File: src/rtl/demux_dispatcher.sv
// Single-entry dispatcher in front of a 4-way demux: captures one word, then
// delivers it to an addressed or round-robin-chosen sink, dropping it on timeout.
module demux_dispatcher #(
  parameter int unsigned WIDTH   = 8,
  parameter int unsigned TIMEOUT = 255,
  parameter int unsigned CNT_W   = 16
) (
  input  logic             clk,
  input  logic             rst_n,
  input  logic [WIDTH-1:0] in_data,
  input  logic [1:0]       in_dest,
  input  logic             in_valid,
  output logic             in_ready,
  input  logic             rr_mode,
  input  logic [3:0]       out_ready,
  output logic [3:0]       out_valid,
  output logic [1:0]       sel,
  output logic [WIDTH-1:0] out_data,
  output logic             drop_err,
  input  logic             clear_err,
  output logic [CNT_W-1:0] sent_count
);

  localparam int unsigned WAIT_W = (TIMEOUT < 2) ? 1 : $clog2(TIMEOUT);
  localparam int unsigned TO_M1  = (TIMEOUT == 0) ? 0 : TIMEOUT - 1;

  typedef enum logic {IDLE, HOLD} state_e;

  state_e             state_q, state_d;
  logic [WIDTH-1:0]   data_q, data_d;
  logic [1:0]         dest_q, dest_d;
  logic               mode_q, mode_d;
  logic [1:0]         rr_ptr_q, rr_ptr_d;
  logic [1:0]         last_sel_q, last_sel_d;
  logic [WAIT_W-1:0]  wait_q, wait_d;
  logic               drop_q, drop_d;
  logic [CNT_W-1:0]   cnt_q, cnt_d;
  logic               in_ready_q, in_ready_d;

  logic               hit_c;
  logic [1:0]         tgt_c;
  logic [1:0]         idx_c;
  logic               xfer_c;
  logic               timeout_c;

  // Target selection: latched dest, or first ready sink scanning from rr_ptr.
  always_comb begin
    hit_c = 1'b0;
    tgt_c = dest_q;
    idx_c = rr_ptr_q;
    if (mode_q) begin
      tgt_c = rr_ptr_q;
      for (int k = 0; k < 4; k++) begin
        idx_c = rr_ptr_q + 2'(k);
        if (!hit_c && out_ready[idx_c]) begin
          hit_c = 1'b1;
          tgt_c = idx_c;
        end
      end
    end else begin
      hit_c = out_ready[dest_q];
    end
  end

  assign xfer_c    = (state_q == HOLD) && hit_c;
  assign timeout_c = (TIMEOUT != 0) && (state_q == HOLD) && !hit_c &&
                     (wait_q == WAIT_W'(TO_M1));

  // Demux-facing outputs; round-robin valid/sel follow out_ready within the cycle.
  always_comb begin
    out_valid = 4'b0000;
    sel       = last_sel_q;
    if (state_q == HOLD) begin
      sel = tgt_c;
      if (!mode_q || hit_c) begin
        out_valid[tgt_c] = 1'b1;
      end
    end
  end

  assign in_ready   = in_ready_q;
  assign out_data   = data_q;
  assign drop_err   = drop_q;
  assign sent_count = cnt_q;

  // Next-state logic.
  always_comb begin
    state_d    = state_q;
    data_d     = data_q;
    dest_d     = dest_q;
    mode_d     = mode_q;
    rr_ptr_d   = rr_ptr_q;
    last_sel_d = last_sel_q;
    wait_d     = wait_q;
    cnt_d      = cnt_q;
    drop_d     = drop_q & ~clear_err;
    unique case (state_q)
      IDLE: begin
        if (in_valid && in_ready_q) begin
          data_d  = in_data;
          dest_d  = in_dest;
          mode_d  = rr_mode;
          wait_d  = '0;
          state_d = HOLD;
        end
      end
      HOLD: begin
        if (xfer_c) begin
          state_d    = IDLE;
          cnt_d      = cnt_q + CNT_W'(1);
          last_sel_d = tgt_c;
          if (mode_q) begin
            rr_ptr_d = tgt_c + 2'd1;
          end
        end else if (timeout_c) begin
          state_d = IDLE;
          drop_d  = 1'b1;
        end else begin
          wait_d = wait_q + WAIT_W'(1);
        end
      end
      default: state_d = IDLE;
    endcase
    in_ready_d = (state_d == IDLE);
  end

  always_ff @(posedge clk or negedge rst_n) begin
    if (!rst_n) begin
      state_q    <= IDLE;
      data_q     <= '0;
      dest_q     <= '0;
      mode_q     <= 1'b0;
      rr_ptr_q   <= '0;
      last_sel_q <= '0;
      wait_q     <= '0;
      drop_q     <= 1'b0;
      cnt_q      <= '0;
      in_ready_q <= 1'b0;
    end else begin
      state_q    <= state_d;
      data_q     <= data_d;
      dest_q     <= dest_d;
      mode_q     <= mode_d;
      rr_ptr_q   <= rr_ptr_d;
      last_sel_q <= last_sel_d;
      wait_q     <= wait_d;
      drop_q     <= drop_d;
      cnt_q      <= cnt_d;
      in_ready_q <= in_ready_d;
    end
  end

endmodule

File: config.mk
export PLATFORM = sky130hd
export DESIGN_NAME = demux_dispatcher
export DESIGN_NICKNAME = d
export VERILOG_FILES = /design/src/rtl/demux_dispatcher.sv
export SDC_FILE = /design/constraint.sdc
export NUM_CORES = 1
export LEC_CHECK = 0
export ABC_AREA = 1
export ABC_CLOCK_PERIOD_IN_PS = 2300
export CAP_MARGIN = 20
export CORE_UTILIZATION = 50
export CTS_CLUSTER_SIZE = 10
export DETAILED_ROUTE_END_ITERATION = 10
export PLACE_DENSITY = 0.8
export SETUP_SLACK_MARGIN = 0.02
export SLEW_MARGIN = 20
export SYNTH_ARGS = -nofsm -noshare
export SYNTH_HDL_FRONTEND = slang
export SYNTH_SLANG_ARGS = --single-unit
File: constraint.sdc
create_clock -name clk -period 2.3 [get_ports clk]
set_input_delay 0.46 -clock clk [delete_from_list [all_inputs] [get_ports clk]]
set_output_delay 0.46 -clock clk [all_outputs]
set_load 0.01 [all_outputs]
======== Word-level counts from Yosys, hierarchy flattened ========
Index checks and enable logic that the tools add are counted.
word-level totals
  register bits ........................... 42
  output and inout bits ................... 32
  logic and storage cells ................. 87
operators by class
  bitwise operators ....................... 4
  eq/ne operators ......................... 4
  reductions and logical operators ........ 18
  $lt $le $gt $ge ......................... 7
  add/sub/neg operators ................... 6
  mux-type cells .......................... 38
operators by type and width
  operator                 count
  $mux W8                  3
  $mux W1                  20
  $lt A2 B3 Y1 const B     6
  $add A16 B1 Y16 const B  1
  $pmux W8 S2              1
  $bmux W1 S2              5
  $mux W2                  5
  $add A8 B1 Y8 const B    1
  $eq A8 B8 Y1 const B     1
  $logic_and A1 B1 Y1      8
  $mux W4                  2
  $ne A2 B2 Y1 const B     3
  $reduce_and A3 Y1        2
  $logic_not A1 Y1         5
  $add A2 B1 Y2 const B    2
  $add A2 B2 Y2 const B    2
  $reduce_and A2 Y1        2
  $not A1 Y1               3
  $demux W1 S2             1
  $ge A2 B1 Y1 const B     1
  $pmux W1 S2              1
  $and A1 B1 Y1            1
  $logic_or A1 B1 Y1       1

======== Logic depth before layout (Yosys ltp) ========
  depth after elaboration ................. 23
  mapped depth ............................ 15
  depth with buffers taken out ............ 15

======== Worst setup path before layout ========
OpenSTA, ideal clock, no wires.
  path kind ............................... flip-flop to output port
  start ................................... register rr_ptr_q[0]
  end ..................................... output out_valid[1]
  slack ................................... 140 ps
  buffers on the path ..................... 1
  cell stages (with the launch flop) ...... 16
  arrival time ............................ 1700 ps
  cells stage by stage .................... dfrtp_1 -> buf_4 -> nand2_1 -> nand3_1 -> nand2_1 -> inv_2 -> nor2_8 -> nand3b_1 -> nand2_1 -> inv_1 -> nand2_1 -> nand2_1 -> inv_1 -> ha_1 -> inv_1 -> nor2_1
on the way
  cells in the longest elaborated chain, start to end .. 22
ends and longest elaborated chain
  what                                                                RTL line  source
  from (decl)                                                         33        logic [1:0] rr_ptr_q, rr_ptr_d;
  from (signal assigned)                                              144       rr_ptr_q <= rr_ptr_d;
  $bmux W1 S2                                                         55        if (!hit_c && out_ready[idx_c]) begin
  $mux W1 (implied by the code)                                       55
  $mux W1                                                             55
  $mux W1                                                             51        if (mode_q) begin
  $logic_not A1 Y1                                                    55
  $logic_and A1 B1 Y1                                                 55
  $mux W1                                                             55
  $mux W1                                                             51
  [... 7 more ...]                                                    --
  $mux W2 (*)                                                         51
  via tgt_c[1]                                                        41        logic [1:0] tgt_c;
  $lt A2 B3 Y1 (implied by the code) or $ge A2 B1 Y1 (tied branches)  76        out_valid[tgt_c] = 1'b1;
  $logic_and A1 B1 Y1 (implied by the code)                           76
  $mux W1 (implied by the code)                                       76
  $demux W1 S2 (*)                                                    76
  $mux W4 (*)                                                         75        if (!mode_q || hit_c) begin
  $mux W4 (*)                                                         73        if (state_q == HOLD) begin
  to (decl)                                                           16        output logic [3:0] out_valid,
Mark *: on every way through the listed nets, which the timed path passes. The rest lies on a longest branch. The select of a mux whose other input is x is not followed.

======== Final worst setup path ========
  start ................................... register rr_ptr_q[1]
  end ..................................... output out_valid[1]
The elaborated chain is that of the path after synthesis.

==> impl_metrics.csv <==
group,metric,value,unit
placement,pre_cts_slack,-853,ps
min_path,hp-class,"in -> async",
yosys,synthesis.area,0.00261,mm^2
worst_setup_path,crit_family,"simple AND/OR/NAND/NOR gates",
sta,max_freq,385,MHz
worst_setup_path,cp.required,1840,ps
worst_setup_path,reg2reg_from,"rr_ptr_q[1]",
detailed_routing,routed_wl,6190,um
layout,nets,433,
placement,placed_cells,462,
layout,area_growth,37.8,%
worst_setup_path,slowest_delay,470,ps
worst_setup_path,crit_path_end_kind,"primary output",
outcome,outcome,"finished, violations left",
cts,htreeDepth,2,
outcome,failed_checks,"setup timing",
cts,cts_inserted_buffers,5,
sta,fin_skew,9.39,ps
layout,stdcell_count,475,
cts,hold_buffers,0,
worst_setup_path,path_cells,"buf_6, nand2_2, nand2_4, nand2_4, nand2_4, nor2_8, nand3b_1, nand2_1, inv_1, nand2_2, nand2_4, inv_2, ha_2, inv_1, nor2_1, buf_2",
worst_setup_path,crit_fanout,5,
worst_setup_path,reg2regPathDepth,15,
sta,finalSetupViolCount,6,
cts,clock_latency,290,ps
cts,cts_tree,"yes",
cts,cts.sinks,42,
global_routing,overflow,0,
sta,fin_crit_sh,1.13,
sta,setup_ws,-295,ps
global_routing,grt_pass1_vias,2403,
global_routing,grt_use_total,0.241,
placement,gp_congestion,0.878,
run,drv_cap,0,
worst_setup_path,worstSetupPathType,"reg -> out",
worst_setup_path,crit_arrival,2130,ps
worst_setup_path,cp_num_buf_inv,5,
global_routing,grt_pass1_wl,10200,um
worst_setup_path,r2r_setup_slack,290,ps
detailed_routing,drt-pass1-iter-count,5,
floorplan,rows,25,
floorplan,die_x,74.3,um
power_and_ir_drop,power_leakage,1.70,nW
placement,dp_hpwl,4130,um
layout,antenna_cells,0,
floorplan,fp.coreArea,0.00488,mm^2
detailed_routing,ant_nets,0,
layout,drive_gt1_frac,0.252,
sta,hold_ws,121,ps
floorplan,die_h,74.3,um
sta,slew_headroom,0.674,
detailed_routing,via_per_inst,5.18,
cts,cts_root_buf,"clkbuf_8",
detailed_routing,drc_errors,0,
yosys,yosysSeqAreaShare,0.403,
cts,clkTransAtPathRegs,80,ps
worst_setup_path,start_kind,"flip-flop",
floorplan,dieArea,0.00551,mm^2
worst_setup_path,slowest_stage,"dfrtp_2",
yosys,synth_area_per_cell,7.93,um^2
sta,tightest_slew,489,ps
global_routing,grt_antenna_before_repair,0,
sta,hold_viol_final,0,
yosys,synth_nets,355,
yosys,yosysUniqueCellTypes,36,
detailed_routing,wire_per_inst,13.0,um
sta,rsz0062_at_grt,"true",
sta,finalCriticalPeriod,2590,ps
detailed_routing,drtIter0Drc,161,
power_and_ir_drop,power_density,1330,mW/mm^2
placement,io_buffer_count,50,
yosys,synth-seq-cells,42,
detailed_routing,vias,2461,
sta,slew_viol_final,0,
global_routing,grt_max_degree,43,
floorplan,initial_utilization,0.535,
power_and_ir_drop,vdd_ir_drop_max,684,uV
floorplan,ios,51,
cts,clk_path_buf_depth,2,
worst_setup_path,timing.rr.end,"sent_count[11]",
yosys,synth_warnings,0,
yosys,syn_inst,329,
worst_setup_path,crit_path_frequent_cell,"nand2_4",
## per-layer routing
| metal | vias to the layer above | wire length, um | GRT usage |
|---|---|---|---|
| met1 | 1174 | 2690 | 0.299 |
| li1 | 1199 | - | - |
| met3 | 8 | 252 | 0.0434 |
| met2 | 80 | 3150 | 0.420 |
| met4 | 0 | 90 | 0.0901 |
| met5 | - | 0 | 0 |
## power breakdown
| part | internal (W) | switching (W) |
|---|---|---|
| clock | 0.000241 | 0.000252 |
| sequential | 0.000976 | 0.000257 |
| combinational | 0.00144 | 0.00162 |
## timing repair
item                                    CTS  global route
setup buffers                             2             3
pin swaps                                19            11
resized for setup                        57            20
endpoints found under the setup margin    6             6
## worst register-to-register path: stages (launching register included)
cell and delay (ps):
dfrtp_2 470, buf_6 140, nand2_2 70, nand2_4 70, nand2_4 60, nand2_4 80
nor2_8 130, buf_4 130, nand3b_4 80, buf_4 140, nand2_4 80, nand2_4 70
nand2_8 110, buf_4 170, nand2_1 60, nand2_1 70
## worst max path at each step
stage / from / endpoint / slack, ps / cells after the start
after floorplan: rr_ptr_q[0] / out_valid[1] / 140 / 15
after global placement: out_ready[1] / out_valid[1] / -800 / 15
after detailed placement: out_ready[3] / out_valid[1] / -850 / 16
after CTS: rr_ptr_q[0] / out_valid[0] / -270 / 15
after global routing: rr_ptr_q[1] / out_valid[0] / -420 / 16
final: rr_ptr_q[1] / out_valid[1] / -290 / 16
## cell usage after synthesis
| library cell | instances | share of area |
|---|---|---|
| inv_2 | 3 | 0.0043 |
| nor2_1 | 27 | 0.039 |
| buf_8 | 1 | 0.0058 |
| xnor2_1 | 9 | 0.030 |
| a21oi_1 | 2 | 0.0038 |
| a31oi_1 | 1 | 0.0024 |
| o21ai_2 | 2 | 0.0067 |
| clkbuf_2 | 1 | 0.0019 |
| nand4_1 | 3 | 0.0072 |
| nand3_1 | 27 | 0.052 |
| buf_6 | 2 | 0.0086 |
| nor4_1 | 1 | 0.0024 |
| nand3b_4 | 1 | 0.0077 |
| nand2_1 | 119 | 0.17 |
| dfrtp_1 | 42 | 0.40 |
| xor2_1 | 10 | 0.034 |
| inv_1 | 25 | 0.036 |
| o211ai_1 | 1 | 0.0029 |
| a21oi_4 | 1 | 0.0062 |
| nor3_1 | 3 | 0.0058 |
| o21ai_1 | 4 | 0.0077 |
| nor2_8 | 1 | 0.0077 |
| buf_4 | 1 | 0.0029 |
| o21ai_0 | 8 | 0.015 |
| ha_1 | 7 | 0.034 |
| nor3b_1 | 1 | 0.0029 |
| o21bai_1 | 1 | 0.0029 |
| nand2_2 | 2 | 0.0048 |
| nand3_2 | 1 | 0.0038 |
| mux2_2 | 10 | 0.043 |
| buf_2 | 1 | 0.0019 |
| nand2_4 | 6 | 0.026 |
| nand3b_1 | 2 | 0.0058 |
| clkbuf_1 | 1 | 0.0014 |
| nand2_8 | 1 | 0.0077 |
| o21a_1 | 1 | 0.0029 |
## through the flow
step                setup TNS [ps]  utilization  power [W]  cell area [um^2]
global placement             -5680        0.685    0.00387              3340
floorplan                        0            -    0.00282              2610
CTS                          -1410        0.717    0.00455              3500
global route                 -2260        0.737    0.00513              3600
detailed placement           -6920        0.685    0.00393              3340
finish                       -1600        0.737    0.00479              3600
## area by class of cell
| class | count | area, um^2 |
|---|---|---|
| sequential | 42 | 1050 |
| fill | 380 | 1280 |
| multi-input combinational | 252 | 1530 |
| clock inverter | 2 | 12.5 |
| tap | 67 | 83.8 |
| timing repair buffer | 78 | 723 |
| clock buffer | 6 | 82.6 |
| inverter | 28 | 113 |
## cells by family (layout without fill, tap and decap cells)
logic type	after synthesis	after routing	share of synthesized area
xor+xnor	19	19	0.0638
flops	42	42	0.403
buf+inv	35	114	0.0628
simple gates	195	195	0.343
compound gates	21	21	0.0508
mux	10	10	0.0431
fa+ha+maj	7	7	0.0336
## cells in the final DEF, fill, tap and decap left out, types with 4 or more instances in the layout
| cell type | n |
|---|---|
| nand3_1 | 20 |
| dfrtp_1 | 40 |
| ha_1 | 5 |
| o21ai_0 | 7 |
| clkbuf_8 | 6 |
| nand3_2 | 6 |
| mux2_2 | 10 |
| buf_4 | 21 |
| inv_1 | 21 |
| xnor2_1 | 9 |
| clkdlybuf4s50_1 | 39 |
| xor2_1 | 10 |
| nand2_2 | 12 |
| buf_6 | 4 |
| inv_2 | 5 |
| dlygate4sd2_1 | 4 |
| nor2_1 | 27 |
| nand2_4 | 13 |
| buf_2 | 7 |
| nand2_1 | 102 |
| o21ai_1 | 5 |
## flip-flops by register name, summed over array words and instances (netlist names), 2 cells and up
name	flops
out_data	8
sent_count	16
last_sel_q	2
rr_ptr_q	2
dest_q	2
wait_q	8
Power figures use the tool's default switching activity.
